`config.mk`:
```
export PLATFORM = sky130hd
export DESIGN_NAME = decode_queue
export DESIGN_NICKNAME = d
export VERILOG_FILES = /design/src/rtl/decode_queue.sv
export SDC_FILE = /design/constraint.sdc
export NUM_CORES = 1
export LEC_CHECK = 0
export CAP_MARGIN = 5
export CORE_MARGIN = 3
export CORE_UTILIZATION = 50
export CTS_BUF_LIST = sky130_fd_sc_hd__clkbuf_16
export DETAILED_ROUTE_END_ITERATION = 8
export GPL_ROUTABILITY_DRIVEN = 0
export PLACE_DENSITY = 0.75
export SLEW_MARGIN = 30
export SYNTH_ARGS = -nofsm -noshare
export SYNTH_HDL_FRONTEND = slang
export SYNTH_SLANG_ARGS = --single-unit
export TNS_END_PERCENT = 1
```
`constraint.sdc`:
```
create_clock -name clk -period 6.5 [get_ports clk]
set_clock_uncertainty 0.1 [all_clocks]
set_input_delay 1.3 -clock clk [delete_from_list [all_inputs] [get_ports clk]]
set_output_delay 1.3 -clock clk [all_outputs]
set_load 0.01 [all_outputs]
```
`src/rtl/decode_queue.sv`:
```
`default_nettype none
// ============================================================================
// Module   : decode_queue
// Purpose  : MIPS instruction decoder with sequence tagging, feeding a
//            DEPTH-entry valid/ready FIFO between fetch and execute.
// Options  : DECODE_MULDIV_EN adds MULT/MULTU/DIV/DIVU/MFHI/MFLO decode.
// Revision : 1.0 - initial release
// ============================================================================
module decode_queue #(
  parameter int ALU_W  = 8,
  parameter int CTRL_W = 9,
  parameter int DEPTH  = 4,
  parameter int TAG_W  = 4
) (
  input  logic                     clk,
  input  logic                     rst,
  input  logic                     in_valid,
  output logic                     in_ready,
  input  logic [31:0]              inst,
  input  logic                     flush,
  output logic                     out_valid,
  input  logic                     out_ready,
  output logic [ALU_W-1:0]         alu_code,
  output logic [CTRL_W-1:0]        ctrl_code,
  output logic                     out_invalid,
  output logic [TAG_W-1:0]         out_tag,
  output logic [$clog2(DEPTH):0]   occupancy,
  output logic [15:0]              invalid_cnt
);

  localparam int PTR_W = $clog2(DEPTH);
  localparam int OCC_W = PTR_W + 1;
  localparam int ENT_W = 1 + TAG_W + CTRL_W + ALU_W;

  localparam logic [7:0] RST_CODE = 8'h00, INVALID_CODE = 8'hFF;
  localparam logic [7:0] ADDI_CODE = 8'h01, ADDIU_CODE = 8'h02, SLTI_CODE = 8'h03, SLTIU_CODE = 8'h04;
  localparam logic [7:0] ANDI_CODE = 8'h05, ORI_CODE = 8'h06, XORI_CODE = 8'h07, LUI_CODE = 8'h08;
  localparam logic [7:0] BEQ_CODE = 8'h09, BNE_CODE = 8'h0A, LW_CODE = 8'h0B, SW_CODE = 8'h0C, PREF_CODE = 8'h0D;
  localparam logic [7:0] SLL_CODE = 8'h10, SRL_CODE = 8'h11, SRA_CODE = 8'h12, SLLV_CODE = 8'h13;
  localparam logic [7:0] SRLV_CODE = 8'h14, SRAV_CODE = 8'h15, JR_CODE = 8'h16, SYNC_CODE = 8'h17;
  localparam logic [7:0] ADD_CODE = 8'h18, ADDU_CODE = 8'h19, SUB_CODE = 8'h1A, SUBU_CODE = 8'h1B;
  localparam logic [7:0] AND_CODE = 8'h1C, OR_CODE = 8'h1D, XOR_CODE = 8'h1E, NOR_CODE = 8'h1F;
  localparam logic [7:0] SLT_CODE = 8'h20, SLTU_CODE = 8'h21;

  // Control bits: [8] sign-extend imm, [7] shamt, [6] hi/lo, [5] jump,
  // [4] branch, [3] mem write, [2] mem read, [1] imm operand, [0] reg write.
  localparam logic [8:0] RST_CTRL = 9'h000, INVALID_CTRL = 9'h1FF;
  localparam logic [8:0] ADDI_CTRL = 9'h103, ADDIU_CTRL = 9'h103, SLTI_CTRL = 9'h103, SLTIU_CTRL = 9'h103;
  localparam logic [8:0] ANDI_CTRL = 9'h003, ORI_CTRL = 9'h003, XORI_CTRL = 9'h003, LUI_CTRL = 9'h003;
  localparam logic [8:0] BEQ_CTRL = 9'h110, BNE_CTRL = 9'h110, LW_CTRL = 9'h107, SW_CTRL = 9'h10A, PREF_CTRL = 9'h102;
  localparam logic [8:0] SLL_CTRL = 9'h081, SRL_CTRL = 9'h081, SRA_CTRL = 9'h081, SLLV_CTRL = 9'h001;
  localparam logic [8:0] SRLV_CTRL = 9'h001, SRAV_CTRL = 9'h001, JR_CTRL = 9'h020, SYNC_CTRL = 9'h000;
  localparam logic [8:0] ADD_CTRL = 9'h001, ADDU_CTRL = 9'h001, SUB_CTRL = 9'h001, SUBU_CTRL = 9'h001;
  localparam logic [8:0] AND_CTRL = 9'h001, OR_CTRL = 9'h001, XOR_CTRL = 9'h001, NOR_CTRL = 9'h001;
  localparam logic [8:0] SLT_CTRL = 9'h001, SLTU_CTRL = 9'h001;
`ifdef DECODE_MULDIV_EN
  localparam logic [7:0] MULT_CODE = 8'h28, MULTU_CODE = 8'h29, DIV_CODE = 8'h2A, DIVU_CODE = 8'h2B;
  localparam logic [7:0] MFHI_CODE = 8'h2C, MFLO_CODE = 8'h2D;
  localparam logic [8:0] MULT_CTRL = 9'h040, MULTU_CTRL = 9'h040, DIV_CTRL = 9'h040, DIVU_CTRL = 9'h040;
  localparam logic [8:0] MFHI_CTRL = 9'h041, MFLO_CTRL = 9'h041;
`endif

  logic [5:0]  w_op, w_funct;
  logic        w_rs_zero, w_sa_zero;
  logic [17:0] w_dec;  // {invalid, ctrl[8:0], alu[7:0]}
  logic        w_push, w_pop;

  logic [PTR_W-1:0] rd_ptr_q, rd_ptr_d, wr_ptr_q, wr_ptr_d;
  logic [OCC_W-1:0] occ_q, occ_d;
  logic [TAG_W-1:0] tag_q, tag_d;
  logic [15:0]      inv_cnt_q, inv_cnt_d;
  logic [ENT_W-1:0] mem_q [DEPTH];
  logic [ENT_W-1:0] w_head;

  assign w_op      = inst[31:26];
  assign w_funct   = inst[5:0];
  assign w_rs_zero = (inst[25:21] == 5'd0);
  assign w_sa_zero = (inst[10:6] == 5'd0);

`ifdef DECODE_MULDIV_EN
  logic w_md_zero, w_mf_zero;
  assign w_md_zero = (inst[15:6] == 10'd0);
  assign w_mf_zero = (inst[25:16] == 10'd0) && w_sa_zero;
`else
  logic w_unused_fields;
  assign w_unused_fields = ^inst[20:11];
`endif

  always_comb begin
    w_dec = {1'b1, INVALID_CTRL, INVALID_CODE};
    case (w_op)
      6'h08: w_dec = {1'b0, ADDI_CTRL, ADDI_CODE};
      6'h09: w_dec = {1'b0, ADDIU_CTRL, ADDIU_CODE};
      6'h0A: w_dec = {1'b0, SLTI_CTRL, SLTI_CODE};
      6'h0B: w_dec = {1'b0, SLTIU_CTRL, SLTIU_CODE};
      6'h0C: w_dec = {1'b0, ANDI_CTRL, ANDI_CODE};
      6'h0D: w_dec = {1'b0, ORI_CTRL, ORI_CODE};
      6'h0E: w_dec = {1'b0, XORI_CTRL, XORI_CODE};
      6'h0F: w_dec = {1'b0, LUI_CTRL, LUI_CODE};
      6'h04: w_dec = {1'b0, BEQ_CTRL, BEQ_CODE};
      6'h05: w_dec = {1'b0, BNE_CTRL, BNE_CODE};
      6'h23: w_dec = {1'b0, LW_CTRL, LW_CODE};
      6'h2B: w_dec = {1'b0, SW_CTRL, SW_CODE};
      6'h33: w_dec = {1'b0, PREF_CTRL, PREF_CODE};
      6'h00: begin
        // Immediate shifts reuse the shamt field, so they check rs instead.
        case (w_funct)
          6'h00: if (w_rs_zero) w_dec = {1'b0, SLL_CTRL, SLL_CODE};
          6'h02: if (w_rs_zero) w_dec = {1'b0, SRL_CTRL, SRL_CODE};
          6'h03: if (w_rs_zero) w_dec = {1'b0, SRA_CTRL, SRA_CODE};
          6'h04: if (w_sa_zero) w_dec = {1'b0, SLLV_CTRL, SLLV_CODE};
          6'h06: if (w_sa_zero) w_dec = {1'b0, SRLV_CTRL, SRLV_CODE};
          6'h07: if (w_sa_zero) w_dec = {1'b0, SRAV_CTRL, SRAV_CODE};
          6'h08: if (w_sa_zero) w_dec = {1'b0, JR_CTRL, JR_CODE};
          6'h0F: w_dec = {1'b0, SYNC_CTRL, SYNC_CODE};
          6'h20: if (w_sa_zero) w_dec = {1'b0, ADD_CTRL, ADD_CODE};
          6'h21: if (w_sa_zero) w_dec = {1'b0, ADDU_CTRL, ADDU_CODE};
          6'h22: if (w_sa_zero) w_dec = {1'b0, SUB_CTRL, SUB_CODE};
          6'h23: if (w_sa_zero) w_dec = {1'b0, SUBU_CTRL, SUBU_CODE};
          6'h24: if (w_sa_zero) w_dec = {1'b0, AND_CTRL, AND_CODE};
          6'h25: if (w_sa_zero) w_dec = {1'b0, OR_CTRL, OR_CODE};
          6'h26: if (w_sa_zero) w_dec = {1'b0, XOR_CTRL, XOR_CODE};
          6'h27: if (w_sa_zero) w_dec = {1'b0, NOR_CTRL, NOR_CODE};
          6'h2A: if (w_sa_zero) w_dec = {1'b0, SLT_CTRL, SLT_CODE};
          6'h2B: if (w_sa_zero) w_dec = {1'b0, SLTU_CTRL, SLTU_CODE};
`ifdef DECODE_MULDIV_EN
          6'h18: if (w_md_zero) w_dec = {1'b0, MULT_CTRL, MULT_CODE};
          6'h19: if (w_md_zero) w_dec = {1'b0, MULTU_CTRL, MULTU_CODE};
          6'h1A: if (w_md_zero) w_dec = {1'b0, DIV_CTRL, DIV_CODE};
          6'h1B: if (w_md_zero) w_dec = {1'b0, DIVU_CTRL, DIVU_CODE};
          6'h10: if (w_mf_zero) w_dec = {1'b0, MFHI_CTRL, MFHI_CODE};
          6'h12: if (w_mf_zero) w_dec = {1'b0, MFLO_CTRL, MFLO_CODE};
`endif
          default: ;
        endcase
      end
      default: ;
    endcase
  end

  assign in_ready  = (occ_q < OCC_W'(DEPTH));
  assign out_valid = (occ_q != '0);
  assign w_push    = in_valid && in_ready && !flush;
  assign w_pop     = out_valid && out_ready && !flush;

  always_comb begin
    rd_ptr_d  = rd_ptr_q;
    wr_ptr_d  = wr_ptr_q;
    occ_d     = occ_q;
    tag_d     = tag_q;
    inv_cnt_d = inv_cnt_q;
    if (flush) begin
      rd_ptr_d = '0;
      wr_ptr_d = '0;
      occ_d    = '0;
    end else begin
      if (w_push) begin
        wr_ptr_d = wr_ptr_q + PTR_W'(1);
        tag_d    = tag_q + TAG_W'(1);
        if (w_dec[17] && (inv_cnt_q != 16'hFFFF)) inv_cnt_d = inv_cnt_q + 16'd1;
      end
      if (w_pop) rd_ptr_d = rd_ptr_q + PTR_W'(1);
      occ_d = occ_q + OCC_W'(w_push) - OCC_W'(w_pop);
    end
  end

  always_ff @(posedge clk) begin
    if (rst) begin
      rd_ptr_q  <= '0;
      wr_ptr_q  <= '0;
      occ_q     <= '0;
      tag_q     <= '0;
      inv_cnt_q <= '0;
    end else begin
      rd_ptr_q  <= rd_ptr_d;
      wr_ptr_q  <= wr_ptr_d;
      occ_q     <= occ_d;
      tag_q     <= tag_d;
      inv_cnt_q <= inv_cnt_d;
    end
  end

  // Storage needs no reset: occupancy alone decides what is visible.
  always_ff @(posedge clk) begin
    if (w_push) begin
      mem_q[wr_ptr_q] <= {w_dec[17], tag_q, CTRL_W'(w_dec[16:8]), ALU_W'(w_dec[7:0])};
    end
  end

  assign w_head = mem_q[rd_ptr_q];

  always_comb begin
    alu_code    = ALU_W'(RST_CODE);
    ctrl_code   = CTRL_W'(RST_CTRL);
    out_invalid = 1'b0;
    out_tag     = '0;
    if (out_valid) begin
      alu_code    = w_head[ALU_W-1:0];
      ctrl_code   = w_head[ALU_W +: CTRL_W];
      out_tag     = w_head[ALU_W+CTRL_W +: TAG_W];
      out_invalid = w_head[ENT_W-1];
    end
  end

  assign occupancy   = occ_q;
  assign invalid_cnt = inv_cnt_q;

endmodule
`default_nettype wire

```
==> impl_metrics.toml <==
[floorplan]
io-pin-count = 80
dieArea_mm2 = 0.0121
dieHeight_um = 110
dieWidth_um = 110
initial_utilization_pct = 51.8
rows = 37
core_area_mm2 = 0.0104

[timing]
finalCriticalPeriod_ps = 4270
fmax_mhz = 234
setup_viol = 0
fin_hold_ws_ps = 429
tightest_slew_ps = 933
hold_viol = 0
drv_slew = 0
period_share_pct = 65.6
fin_setup_tns_ps = 0
relSlewSlack_pct = 37.8
rsz0062_at_grt = "no"

[drt]
firstDrtPassIters = 5
vias = 3732
antenna_left = 0
first_iter_violations = 232
wire_per_inst_um = 15.9
wirelength_um = 10400
post_drt_via_cell_ratio = 5.72
drc = 0

[cts]
ctsResizeCount = 0
h-tree-depth = 3
cts_buffers = 9
cts_root_buf = "clkbuf_16"
clkLatencyLatePin_ps = 340
post_cts_buffers = 0
postCtsHoldBufs = 0
cts_buffer_depth = 2
cts_tree = "done"
cts.sinks = 105
clk_pin_slew_ps = 70

[final_layout]
n_antenna_cell = 0
areaGrowthSynthToFinish_pct = 18.9
mostFrequentLayoutCells = "edfxtp_1 (76), clkdlybuf4s50_1 (69), nor2_1 (47)"
fin_area_mm2 = 0.00642
layout.nets = 558
drive_above_1_share_pct = 14.5
final_common_cell = "edfxtp_1"

[pwr]
pwr-share-seq_pct = 52.8
internal_power_w = 0.00106
swShare_pct = 23.7
powerDensity_mw_per_mm2 = 217
power_switching_w = 0.000330
combPwrFrac_pct = 10.2
p_leak_nw = 2.15
clockPowerShare_pct = 37.0
max-vdd-ir-drop_v = 0.000166

[logic_synthesis]
yosysSeqAreaShare_pct = 53.0
syn_inst = 460
ys_ff_latch = 105
synthTopCellsByArea = "edfxtp_1 (42%), dfxtp_1 (11%), mux4_2 (7.9%)"
synth_top_area_share_pct = 42.3
synth-edff-count = 76
ys_warn_count = 0
synth_area_mm2 = 0.00540
yosys.area.top_type = "edfxtp_1"
synth_cell_type_count = 60
async_flop_share_pct = 0
synth_nets = 506
synth_flop_cell = "edfxtp_1"
avgSynthCellArea_um2 = 11.7

[run_status]
status = "complete, no violations"

[worst_setup_path]
critPathRequiredTime_ps = 6390
path_cells = "clkdlybuf4s50_1 -> nor2_1 -> a22o_1 -> a211oi_4 -> and4b_1 -> or2_2 -> o311ai_0"
crit_fanout = 18
rrSetupSlack_ps = 3760
cp_top_family = "simple AND/OR/NAND/NOR gates"
critPathSlowestCell = "clkdlybuf4s50_1"
crit_arrival_ps = 4150
critPathLaunchType = "primary input"
path_class = "in -> reg"
crit_buf_inv = 1
slowest_delay_ps = 810
worstSetupEndpointType = "flip-flop"

[global_route]
grt_max_degree = 37
antenna_found_initial = 0
grt_pass1_vias = 3480
grt_overflow = 0
grt_first_pass_wirelength_um = 17200
grt_util_all_layers_pct = 18.2

[placement]
dpl.hpwl_um = 7080
postPlaceCellArea_mm2 = 0.00612
io_buffers = 69

[hold_path]
min_path_type = "reg -> reg"

[run]
drv_cap = 0
==> routing by layer <==
layer / vias up / GRT usage, % / part of all wire [%]
li1: 1808 / - / -
met1: 1806 / 25.4 / 46
met2: 104 / 29.6 / 49
met3: 14 / 2.99 / 4.6
met4: 0 / 4.63 / 0.82
met5: - / 0 / 0
==> kinds of logic after synthesis <==
family	share of synthesized area, %
fa+ha+maj	2.23
compound gates	9.09
xor+xnor	1.46
simple gates	18.4
buf+inv	4.17
flops	53.0
mux	11.6
==> power groups by stage <==
stage	sequential, W	combinational, W	clock (W)
2_1_floorplan	0.000747	0.0000919	0
5_1_grt	0.000735	0.000157	0.000556
6_report	0.000734	0.000142	0.000515
3_3_place_gp	0.000748	0.000138	0
4_1_cts	0.000734	0.000142	0.000523
3_5_place_dp	0.000749	0.000142	0
==> area by class of cell <==
cell class	instances	area, um2
Tap cell	136	170
Sequential cell	105	2860
Clock buffer	9	225
Inverter	13	48.8
Timing Repair Buffer	74	732
Fill cell	809	4000
Clock inverter	7	61.3
Multi-Input combinational cell	309	2320
==> worst min-delay path, cell delays in order, from the launching register on <==
cell and delay (ps):
dfxtp_1 350, nand2_1 80, mux2i_1 60
==> path summary, 6_finish.rpt <==
check                               startpoint        endpoint  cells after the start
worst max-delay path                   inst[5]    mem_q[1][10]                      7
worst min-delay path            invalid_cnt[1]  invalid_cnt[1]                      2
worst max register to register  invalid_cnt[0]  invalid_cnt[6]                      7
worst min register to register  invalid_cnt[1]  invalid_cnt[1]                      2
==> through the flow <==
step | util [%] | power (W) | setup WS (ps) | std cells
2_1_floorplan | - | 0.000839 | 3150 | 460
3_3_place_gp | 58.7 | 0.000886 | 1960 | 636
3_5_place_dp | 58.7 | 0.000891 | 1890 | 636
4_1_cts | 61.5 | 0.00140 | 2250 | 652
5_1_grt | 61.6 | 0.00145 | 1930 | 653
6_report | 61.6 | 0.00139 | 2230 | 653
==> registers in the layout (all words and copies together) (netlist names), named ones only <==
name         flops
mem_q           76
invalid_cnt     16
occupancy        3
wr_ptr_q         2
rd_ptr_q         2
tag_q            4
==> synthesized netlist by cell type, types with 6 or more instances <==
library cell and instances:
and3_1 7, clkbuf_1 21, mux4_2 19, a21oi_1 24, a21oi_2 6, nand3_1 8, nor3_1 6, mux2_2 8
nor2_1 47, dfxtp_1 29, nand4_1 11, nor2b_1 38, edfxtp_1 76, nand2_1 25, o21ai_0 19, inv_1 13
and2_1 6, ha_1 8, mux2_4 6
Note: power is estimated with default switching activity, not from simulation.
